--- src/rtl/order_pkg.sv ---
// Shared types and default widths for the order gate slice.
// Latency: n/a (types only).
// Backpressure: n/a (types only).
package order_pkg;

  localparam int DEF_PRICE_W = 8;
  localparam int DEF_QTY_W   = 8;
  localparam int DEF_POS_W   = 16;

  typedef enum logic {
    SIDE_BUY  = 1'b0,
    SIDE_SELL = 1'b1
  } side_e;

  typedef enum logic [1:0] {
    IDLE     = 2'd0,
    HOLD     = 2'd1,
    COOLDOWN = 2'd2
  } og_state_e;

  typedef logic [DEF_PRICE_W-1:0]      price_t;
  typedef logic [DEF_QTY_W-1:0]        qty_t;
  typedef logic signed [DEF_POS_W-1:0] pos_t;

endpackage

--- src/rtl/order_gate_token_bucket.sv ---
// Token bucket: free-running refill counter adds one token every REFILL_CYC cycles.
// Latency: consume/refill take effect on the next clk edge.
// Backpressure: none; caller must only consume when tokens_avail is high.
// Ports: clk, reset (async, active-high), consume (take one token),
//        tokens_avail (bucket non-empty), tokens (current fill level).
module token_bucket #(
  parameter int TOKENS_MAX = 4,
  parameter int REFILL_CYC = 64,
  localparam int TOK_W     = $clog2(TOKENS_MAX + 1),
  localparam int CNT_W     = $clog2(REFILL_CYC + 1)
) (
  input  logic             clk,
  input  logic             reset,
  input  logic             consume,
  output logic             tokens_avail,
  output logic [TOK_W-1:0] tokens
);

  logic [CNT_W-1:0] refill_cnt;
  logic             refill;

  assign refill       = (refill_cnt == CNT_W'(REFILL_CYC - 1));
  assign tokens_avail = (tokens != '0);

  always_ff @(posedge clk or posedge reset) begin
    if (reset) begin
      refill_cnt <= '0;
      tokens     <= TOK_W'(TOKENS_MAX);
    end else begin
      refill_cnt <= refill ? '0 : refill_cnt + 1'b1;
      // A refill and a consume in the same cycle cancel out.
      if (refill && !consume) begin
        if (tokens != TOK_W'(TOKENS_MAX)) tokens <= tokens + 1'b1;
      end else if (consume && !refill) begin
        tokens <= tokens - 1'b1;
      end
    end
  end

endmodule

--- src/rtl/order_gate.sv ---
// Order gate: turns buy/sell level edges into rate/position-limited priced orders.
// Latency: order valid one cycle after the request edge; fills update position next edge.
// Backpressure: order held stable while ord_ready is low; new requests dropped while busy.
// Ports: clk, reset (async, active-high); buy_order/sell_order levels with bid/ask prices;
//        ord_valid/ord_ready handshake with ord_side/ord_price/ord_qty payload;
//        fill_valid/fill_side/fill_qty fill reports; position (signed), pos_err (sticky).
// Option: define ORDER_GATE_REJECT_CNT_EN to add the rej_cnt dropped-request counter output.
module order_gate
  import order_pkg::*;
#(
  parameter int PRICE_W    = DEF_PRICE_W,
  parameter int QTY_W      = DEF_QTY_W,
  parameter int POS_W      = DEF_POS_W,
  parameter int ORDER_QTY  = 1,
  parameter int POS_LIMIT  = 100,
  parameter int TOKENS_MAX = 4,
  parameter int REFILL_CYC = 64,
  parameter int MIN_GAP    = 8
) (
  input  logic               clk,
  input  logic               reset,
  input  logic               buy_order,
  input  logic               sell_order,
  input  logic [PRICE_W-1:0] bid_price,
  input  logic [PRICE_W-1:0] ask_price,
  output logic               ord_valid,
  input  logic               ord_ready,
  output logic               ord_side,
  output logic [PRICE_W-1:0] ord_price,
  output logic [QTY_W-1:0]   ord_qty,
  input  logic               fill_valid,
  input  logic               fill_side,
  input  logic [QTY_W-1:0]   fill_qty,
  output logic [POS_W-1:0]   position,
  output logic               pos_err
`ifdef ORDER_GATE_REJECT_CNT_EN
  ,
  output logic [15:0]        rej_cnt
`endif
);

  localparam int GAP_W = $clog2(MIN_GAP + 1);
  localparam int TOK_W = $clog2(TOKENS_MAX + 1);

  // One extra bit so limit checks and fill sums cannot wrap before saturation.
  typedef logic signed [POS_W:0] wide_t;
  localparam wide_t LIM_P   = wide_t'(POS_LIMIT);
  localparam wide_t LIM_N   = -LIM_P;
  localparam wide_t ORD_Q   = wide_t'(ORDER_QTY);
  localparam wide_t POS_MAX = wide_t'((2 ** (POS_W - 1)) - 1);
  localparam wide_t POS_MIN = -POS_MAX - wide_t'(1);

  og_state_e        state, state_nxt;
  logic [GAP_W-1:0] gap_cnt;
  logic             buy_q, sell_q;
  logic             buy_rise, sell_rise, request, any_rise, accept, limit_ok;
  side_e            req_side;
  logic             tokens_avail;
  logic [TOK_W-1:0] tokens;
  wide_t            pos_ext, pend_buy, pend_sell, fill_ext, pos_sum;

  token_bucket #(
    .TOKENS_MAX(TOKENS_MAX),
    .REFILL_CYC(REFILL_CYC)
  ) u_bucket (
    .clk         (clk),
    .reset       (reset),
    .consume     (accept),
    .tokens_avail(tokens_avail),
    .tokens      (tokens)
  );

  assign buy_rise  = buy_order & ~buy_q;
  assign sell_rise = sell_order & ~sell_q;
  assign any_rise  = buy_rise | sell_rise;
  // Simultaneous edges are ambiguous and count as no request.
  assign request   = buy_rise ^ sell_rise;
  assign req_side  = sell_rise ? SIDE_SELL : SIDE_BUY;

  assign pos_ext   = wide_t'($signed(position));
  assign pend_buy  = (state == HOLD && ord_side == SIDE_BUY)  ? ORD_Q : '0;
  assign pend_sell = (state == HOLD && ord_side == SIDE_SELL) ? ORD_Q : '0;
  assign limit_ok  = (req_side == SIDE_BUY) ? ((pos_ext + pend_buy + ORD_Q) <= LIM_P)
                                            : ((pos_ext - pend_sell - ORD_Q) >= LIM_N);
  assign accept    = (state == IDLE) && request && tokens_avail && (tokens != '0) && limit_ok;

  assign ord_valid = (state == HOLD);

  always_comb begin
    state_nxt = state;
    case (state)
      IDLE:     if (accept) state_nxt = HOLD;
      HOLD:     if (ord_ready) state_nxt = COOLDOWN;
      COOLDOWN: if (gap_cnt == GAP_W'(MIN_GAP - 1)) state_nxt = IDLE;
      default:  state_nxt = IDLE;
    endcase
  end

  always_ff @(posedge clk or posedge reset) begin
    if (reset) begin
      state     <= IDLE;
      gap_cnt   <= '0;
      buy_q     <= 1'b0;
      sell_q    <= 1'b0;
      ord_side  <= 1'b0;
      ord_price <= '0;
      ord_qty   <= '0;
    end else begin
      state   <= state_nxt;
      gap_cnt <= (state == COOLDOWN) ? gap_cnt + 1'b1 : '0;
      buy_q   <= buy_order;
      sell_q  <= sell_order;
      if (accept) begin
        ord_side  <= req_side;
        ord_price <= (req_side == SIDE_SELL) ? ask_price : bid_price;
        ord_qty   <= QTY_W'(ORDER_QTY);
      end
    end
  end

  assign fill_ext = wide_t'({1'b0, fill_qty});
  assign pos_sum  = fill_side ? (pos_ext - fill_ext) : (pos_ext + fill_ext);

  always_ff @(posedge clk or posedge reset) begin
    if (reset) begin
      position <= '0;
      pos_err  <= 1'b0;
    end else if (fill_valid) begin
      if (pos_sum > POS_MAX) begin
        position <= POS_MAX[POS_W-1:0];
        pos_err  <= 1'b1;
      end else if (pos_sum < POS_MIN) begin
        position <= POS_MIN[POS_W-1:0];
        pos_err  <= 1'b1;
      end else begin
        position <= pos_sum[POS_W-1:0];
      end
    end
  end

`ifdef ORDER_GATE_REJECT_CNT_EN
  always_ff @(posedge clk or posedge reset) begin
    if (reset) begin
      rej_cnt <= '0;
    end else if (any_rise && !accept && rej_cnt != 16'hFFFF) begin
      rej_cnt <= rej_cnt + 16'd1;
    end
  end
`else
  logic unused_rise;
  assign unused_rise = any_rise;
`endif

endmodule

--- config.mk ---
export PLATFORM = sky130hd
export DESIGN_NAME = order_gate
export DESIGN_NICKNAME = d
export VERILOG_FILES = /design/src/rtl/order_pkg.sv /design/src/rtl/order_gate_token_bucket.sv /design/src/rtl/order_gate.sv
export SDC_FILE = /design/constraint.sdc
export NUM_CORES = 1
export LEC_CHECK = 0
export ABC_AREA = 1
export CAP_MARGIN = 30
export CELL_PAD_IN_SITES_DETAIL_PLACEMENT = 1
export CELL_PAD_IN_SITES_GLOBAL_PLACEMENT = 2
export CORE_AREA = 8 8 123 125
export CTS_BUF_LIST = sky130_fd_sc_hd__clkbuf_8
export DETAILED_ROUTE_END_ITERATION = 12
export DIE_AREA = 0 0 131 133
export PLACE_DENSITY_LB_ADDON = 0.1
export REMOVE_ABC_BUFFERS = 1
export SETUP_SLACK_MARGIN = 0.15
export SYNTH_ARGS = -nofsm -noshare
export SYNTH_HDL_FRONTEND = slang
export SYNTH_SLANG_ARGS = --single-unit
--- constraint.sdc ---
create_clock -name clk -period 4.1 [get_ports clk]
set_clock_uncertainty 0.1 [all_clocks]
set_input_delay 0.82 -clock clk [delete_from_list [all_inputs] [get_ports clk]]
set_output_delay 0.82 -clock clk [all_outputs]
set_load 0.005 [all_outputs]
---- Word-level counts from Yosys, hierarchy flattened ----
Cells that the tools add are included.
storage, ports and cells
  register bits ........................... 45
  input port bits ......................... 31
  output and inout bits ................... 35
  logic and storage cells ................. 76
operators by class
  order comparisons ....................... 4
  reduce and logical (&&, ||, !) cells .... 17
  bitwise gates (word level) .............. 6
  add/subtract/negate cells ............... 10
  mux-type cells .......................... 19
  eq/ne operators ......................... 9
operators by type and width
  operator                                                                           count
  16-bit two-way mux                                                                 2
  16-bit by 2-bit adder with 17-bit output                                           1
  16-bit by 9-bit adder with 17-bit output                                           1
  17-bit by 2-bit adder with 17-bit output, second input constant                    1
  17-bit by 8-bit >= comparator with 1-bit output, second input constant             1
  17-bit by 16-bit greater-than comparator with 1-bit output, second input constant  1
  17-bit by 8-bit <= comparator with 1-bit output, second input constant             1
  17-bit by 16-bit less-than comparator with 1-bit output, second input constant     1
  17-bit two-way mux                                                                 1
  16-bit by 2-bit subtractor with 17-bit output                                      1
  16-bit by 9-bit subtractor with 17-bit output                                      1
  17-bit by 2-bit subtractor with 17-bit output, second input constant               1
  3-bit two-way mux                                                                  3
  1-bit logical AND                                                                  8
  8-bit two-way mux                                                                  1
  7-bit by 1-bit adder with 7-bit output, second input constant                      1
  7-bit by 6-bit == test with 1-bit output, second input constant                    1
  7-bit two-way mux                                                                  1
  1-bit two-way mux                                                                  6
  2-bit two-way mux                                                                  3
  2-bit case mux with 3 select lines                                                 1
  4-bit by 1-bit adder with 4-bit output, second input constant                      1
  4-bit by 3-bit == test with 1-bit output, second input constant                    1
  4-bit two-way mux                                                                  1
  other kinds (16)                                                                   24

---- Longest topological paths before layout ----
  depth in word-level cells ............... 12
  gate-level depth with buffers ........... 26
  gate-level depth less buffers ........... 26

---- Modules after synthesis ----
From an unflattened synthesis, not the netlist that was laid out.
second synthesis, totals
  cells, all modules ...................... 665
  area, all modules ....................... 4,311.6 µm²
by module, submodules not included
  module        sequential area each (µm²)  cells an instance  times used  area each (µm²)
  order_gate    875.8                       613                1           3,804.9
  token_bucket  251.5                       52                 1           506.7

---- Worst setup path before layout ----
No wires, ideal clock.
  path kind ............................... input -> register
  start ................................... in fill_qty[1]
  end ..................................... reg position[10]
  library setup time ...................... 138 ps
  cell stages on the path ................. 15
  slack ................................... 611 ps
  data arrival time ....................... 3,250 ps
  data required time ...................... 3,862 ps
  buffers on the path ..................... 0
  path through ............................ nor3_1 nand3_1 nor2_1 ha_1 o21ai_0 ha_1 a21oi_1 o21ai_0 a31oi_1 nand3b_1 nand3b_1 nand2_1 inv_1 a21oi_2 a21oi_1
between the ends
  word-level cells in the longest chain between the ends .. 5
  elaborated cells on any way between the ends .. 7
  those cells by class .................... 2 x add/sub; 2 x order compare; 3 x mux
ends and longest elaborated chain
  item                                                                                                       RTL line           RTL
  start: declaration                                                                                         order_gate.sv:33   input logic [QTY_W-1:0] fill_qty,
  16-bit by 9-bit adder with 17-bit output or 16-bit by 9-bit subtractor with 17-bit output (tied branches)  order_gate.sv:122  assign pos_sum = fill_side ? (pos_ext - fill_ext) : (pos_ext + fill_ext);
  17-bit two-way mux (*)                                                                                     order_gate.sv:122
  17-bit by 16-bit less-than comparator with 1-bit output                                                    order_gate.sv:132  end else if (pos_sum < POS_MIN) begin
  16-bit two-way mux                                                                                         order_gate.sv:132
  16-bit two-way mux (*)                                                                                     order_gate.sv:129  if (pos_sum > POS_MAX) begin
  end signal: assignment                                                                                     order_gate.sv:130  position <= POS_MAX[POS_W-1:0];
  end signal: assignment                                                                                     order_gate.sv:133  position <= POS_MIN[POS_W-1:0];
  end signal: assignment                                                                                     order_gate.sv:136  position <= pos_sum[POS_W-1:0];
  end: declaration                                                                                           order_gate.sv:34   output logic [POS_W-1:0] position,
Mark *: on every way between the ends. The rest lies on a longest branch, timed or not.
A chain may end at the register's enable or synchronous reset.

---- Worst setup path in the final report ----
  start ................................... in fill_qty[1]
  end ..................................... reg position[12]
The elaborated chain is that of the path after synthesis.

==> metrics.md <==
| Metric | Value |
|---|---|
| Status | complete, no violations |
| Worst slew margin | 61.7% |
| Fin. Hold Viols | 0 |
| DP Wirelength | 9880 µm |
| Critical-path maximum fanout | 9 |
| Grt met3 use | 1.93% |
| WS Path Type | input pin to flop |
| Number of synthesized flops with an enable pin | 0 |
| CP arrival | 3830 ps |
| Ant diodes | 0 |
| Die Area | 17400 µm² |
| Bufs and invs on worst path | 4 |
| Post-synth top cells | nand2_1 (133), nor2_1 (86), inv_1 (66) |
| First-pass GRT wire length | 20000 µm |
| Post-DR vias/cell | 4.72 |
| Worst path cell trace | clkdlybuf4s50_1 > nor3_2 > nand3_2 > buf_4 > o21ai_1 > ha_1 > a21oi_1 > o21ai_0 > a221oi_1 > nand3b_1 > nand2_2 > inv_1 > a21oi_2 > buf_4 > a21oi_1 |
| TritonCTS clock tree | built |
| Vias | 3864 |
| Synth cell types | 40 |
| Layout area overhead | 23.9% |
| Fmax | 268 MHz |
| GRT overflow | 0 |
| Critical Path RT | 4200 ps |
| Clk slew on worst S/H paths | 90 ps |
| Syn Inst Count | 574 |
| Critical path launch point type | input pin |
| Starting density of the core | 30.6% |
| Setup violations, final | 0 |
| Initial antenna violation count | 0 |
| Leakage power | 2.41 nW |
| Minimum clock period after layout | 3730 ps |
| Design area | 4970 µm² |
| Port-buffer cells | 58 |
| # clock sinks | 45 |
| DP Area | 4800 µm² |
| Critical path's top delay family | compound AO/OA/AOI/OAI gates |
| Chip height | 133 µm |
| DR pass1 iterations | 4 |
| Top cells by area, synth | dfrtp_1 (27%), nand2_1 (12%), nor2_1 (8.0%), ha_1 (7.8%), inv_1 (6.2%) |
| FP Rows | 42 |
| DR WL/cell | 14.6 µm |
| GPL Wtd Cong | 0.888 |
| Tcrit/Tclk final | 91.0% |
| Gr usage total | 14.2% |
| Leading area contributor after synthesis | dfrtp_1 |
| Yosys reg bits | 45 |
| Total CTS buffers | 5 |
| # Max-Cap Violations | 0 |
| Peak VDD IR | 202 µV |
| Drc violations | 0 |
| CP Capture Type | flop |
| Post-route ant nets | 0 |
| GRT Max-Usage Layer | met2 |
| Final WL | 11900 µm |
| Final net count | 700 |
| Yosys warns | 0 |
| Beginning of the critical path | fill_qty[1] |
| Hold path start | gap_cnt[0]$_DFF_PP0_ |
| HP Class | flop to flop |
| CTS root buf | clkbuf_8 |
| Worst R2R Start | state[1]$_DFFE_PP0P_ |
| Final Slew Violations | 0 |
| CTS H-tree depth | 2 |
| Hold WS | 365 ps |
| Largest net degree at the start of global routing | 29 |
| Register area | 1130 µm² |
| Die width | 131 µm |
| Main synth FF type | dfrtp_1 |
| Area of the multi-input gates | 2490 µm² |
| Ys async rst share | 100% |
| Seq/Total Area, Yosys | 28.1% |
| Core area | 13100 µm² |
| Clock Tree Buf Depth | 2 |
| Layout cell share with drive strength beyond 1 | 12.1% |
| Top cell type's share of synthesized area | 27.5% |
| Syn Area/Cell | 6.99 µm² |
| Mapped cell area | 4010 µm² |
| Worst path slowest cell | clkdlybuf4s50_1 |
| Vias in the first global route | 4205 |
| Fill cells | 1641 |
| Placed Cells | 810 |
| Power Density | 615 nW/µm² |
| Final setup TNS | 0 ps |
| RSZ-0062 raised after global routing | false |
| DRT iter0 DRCs | 154 |
| Cell with the most instances after synthesis | nand2_1 |
| Io pins | 66 |
| M2 GR Usage | 26.2% |
| Least-Margin Pin Slew | 575 ps |
| Fin cells | 819 |
| Met1 GRT Util | 16.1% |
| Skew-Pair Late Insertion Delay | 310 ps |
| Max stage delay on crit path | 450 ps |
## cell usage in the layout (no fill, tap or decap), types with 2 or more instances in the layout
| cell type | instances |
|---|---|
| a21o_1 | 2 |
| a21oi_1 | 31 |
| a21oi_2 | 2 |
| buf_4 | 20 |
| clkbuf_8 | 6 |
| clkdlybuf4s50_1 | 58 |
| clkinv_1 | 2 |
| conb_1 | 7 |
| dfrtp_1 | 44 |
| fa_1 | 2 |
| ha_1 | 25 |
| inv_1 | 65 |
| nand2_1 | 130 |
| nand2_2 | 15 |
| nand3_1 | 32 |
| nand3_2 | 2 |
| nand3b_1 | 2 |
| nand4_1 | 8 |
| nor2_1 | 86 |
| nor2_2 | 2 |
| nor2_4 | 5 |
| nor3_1 | 7 |
| o21ai_0 | 25 |
| o21ai_1 | 4 |
| o21ai_2 | 3 |
| o31ai_2 | 8 |
| or2_2 | 5 |
| xnor2_1 | 5 |
| xor2_1 | 24 |
| xor2_2 | 2 |
## layout make-up
| type | count | area share [%] |
|---|---|---|
| multi-input cells | 443 | 50.2 |
| flip-flops and latches | 45 | 22.7 |
| repair buffers | 79 | 15.1 |
| inverters | 68 | 5.14 |
| well taps | 176 | 4.43 |
| clock buffers | 6 | 1.66 |
| clock inverters | 2 | 0.755 |
## worst register-to-register path: stages, from the launching register on
cell and delay, ps:
dfrtp_1 410, inv_1 80, nand2_1 90, or2_2 300
ha_1 180, inv_1 90, ha_1 340, nand3_1 160
nor2_1 270, nand3_1 170, nand2_1 90, nand3_1 80
nor2_1 120, nand3_1 100, nand2_1 90, nand3_2 80
buf_4 260, clkinv_1 90, nand2_1 80, nand2_2 120
nand2_1 80, nand2_1 60, nand2_1 50
## path summary, 6_finish.rpt
kind                            cells after the start                             end  slack (ps)
worst max-delay path                               15        position[12]$_DFFE_PP0P_         370
worst min-delay path                                1            gap_cnt[0]$_DFF_PP0_         370
worst max register to register                     22  u_bucket.tokens[2]$_DFFE_PP1P_         560
worst min register to register                      1            gap_cnt[0]$_DFF_PP0_         370
max in group asynchronous                           3  u_bucket.tokens[2]$_DFFE_PP1P_        2620
min in group asynchronous                           2         position[6]$_DFFE_PP0P_         730
## logic make-up after synthesis
logic type      Yosys count  share of synthesized area, %
simple gates            299                          32.9
fa+ha+maj                27                          8.80
buf+inv                  92                          11.2
compound gates           79                          12.0
flops                    45                          28.1
other cells               1                        0.0935
xor+xnor                 31                          6.77
## per-stage QoR
step                power (W)  setup slack, ps  util, %
floorplan             0.00193              612        -
global placement      0.00267             -152     36.5
detailed placement    0.00271             -175     36.7
CTS                   0.00309              213     37.6
global route          0.00339              140     38.0
finish                0.00305              368     38.0
## power by group
| group | leakage (nW) | total [W] | internal, W | switching (W) |
|---|---|---|---|---|
| clock network | 0.0574 | 0.000364 | 0.000198 | 0.000166 |
| logic | 1.81 | 0.00189 | 0.000838 | 0.00105 |
| registers | 0.544 | 0.000800 | 0.000532 | 0.000269 |
## repair_timing
| action | CTS | global route |
|---|---|---|
| hold buffers | 0 | 0 |
| buffers inserted | 0 | 1 |
| setup endpoints to repair | 3 | 16 |
| resized for setup | 1 | 10 |
| hold endpoints to repair | 0 | 0 |
| pin swaps | 0 | 2 |
## state kept, by name (all words and copies together), names as in the netlist
name                 cells
sell_q                   1
ord_qty                  1
ord_side                 1
pos_err                  1
ord_price                8
u_bucket.tokens          3
buy_q                    1
gap_cnt                  4
position                16
u_bucket.refill_cnt      7
state                    2
## routing by layer
metal | share of wire (%) | up-vias
met5 | 0 | -
met4 | 1.9 | 0
met3 | 3.2 | 12
met2 | 51 | 59
met1 | 43 | 1842
li1 | - | 1951
Note: power is estimated with default switching activity, not from simulation.
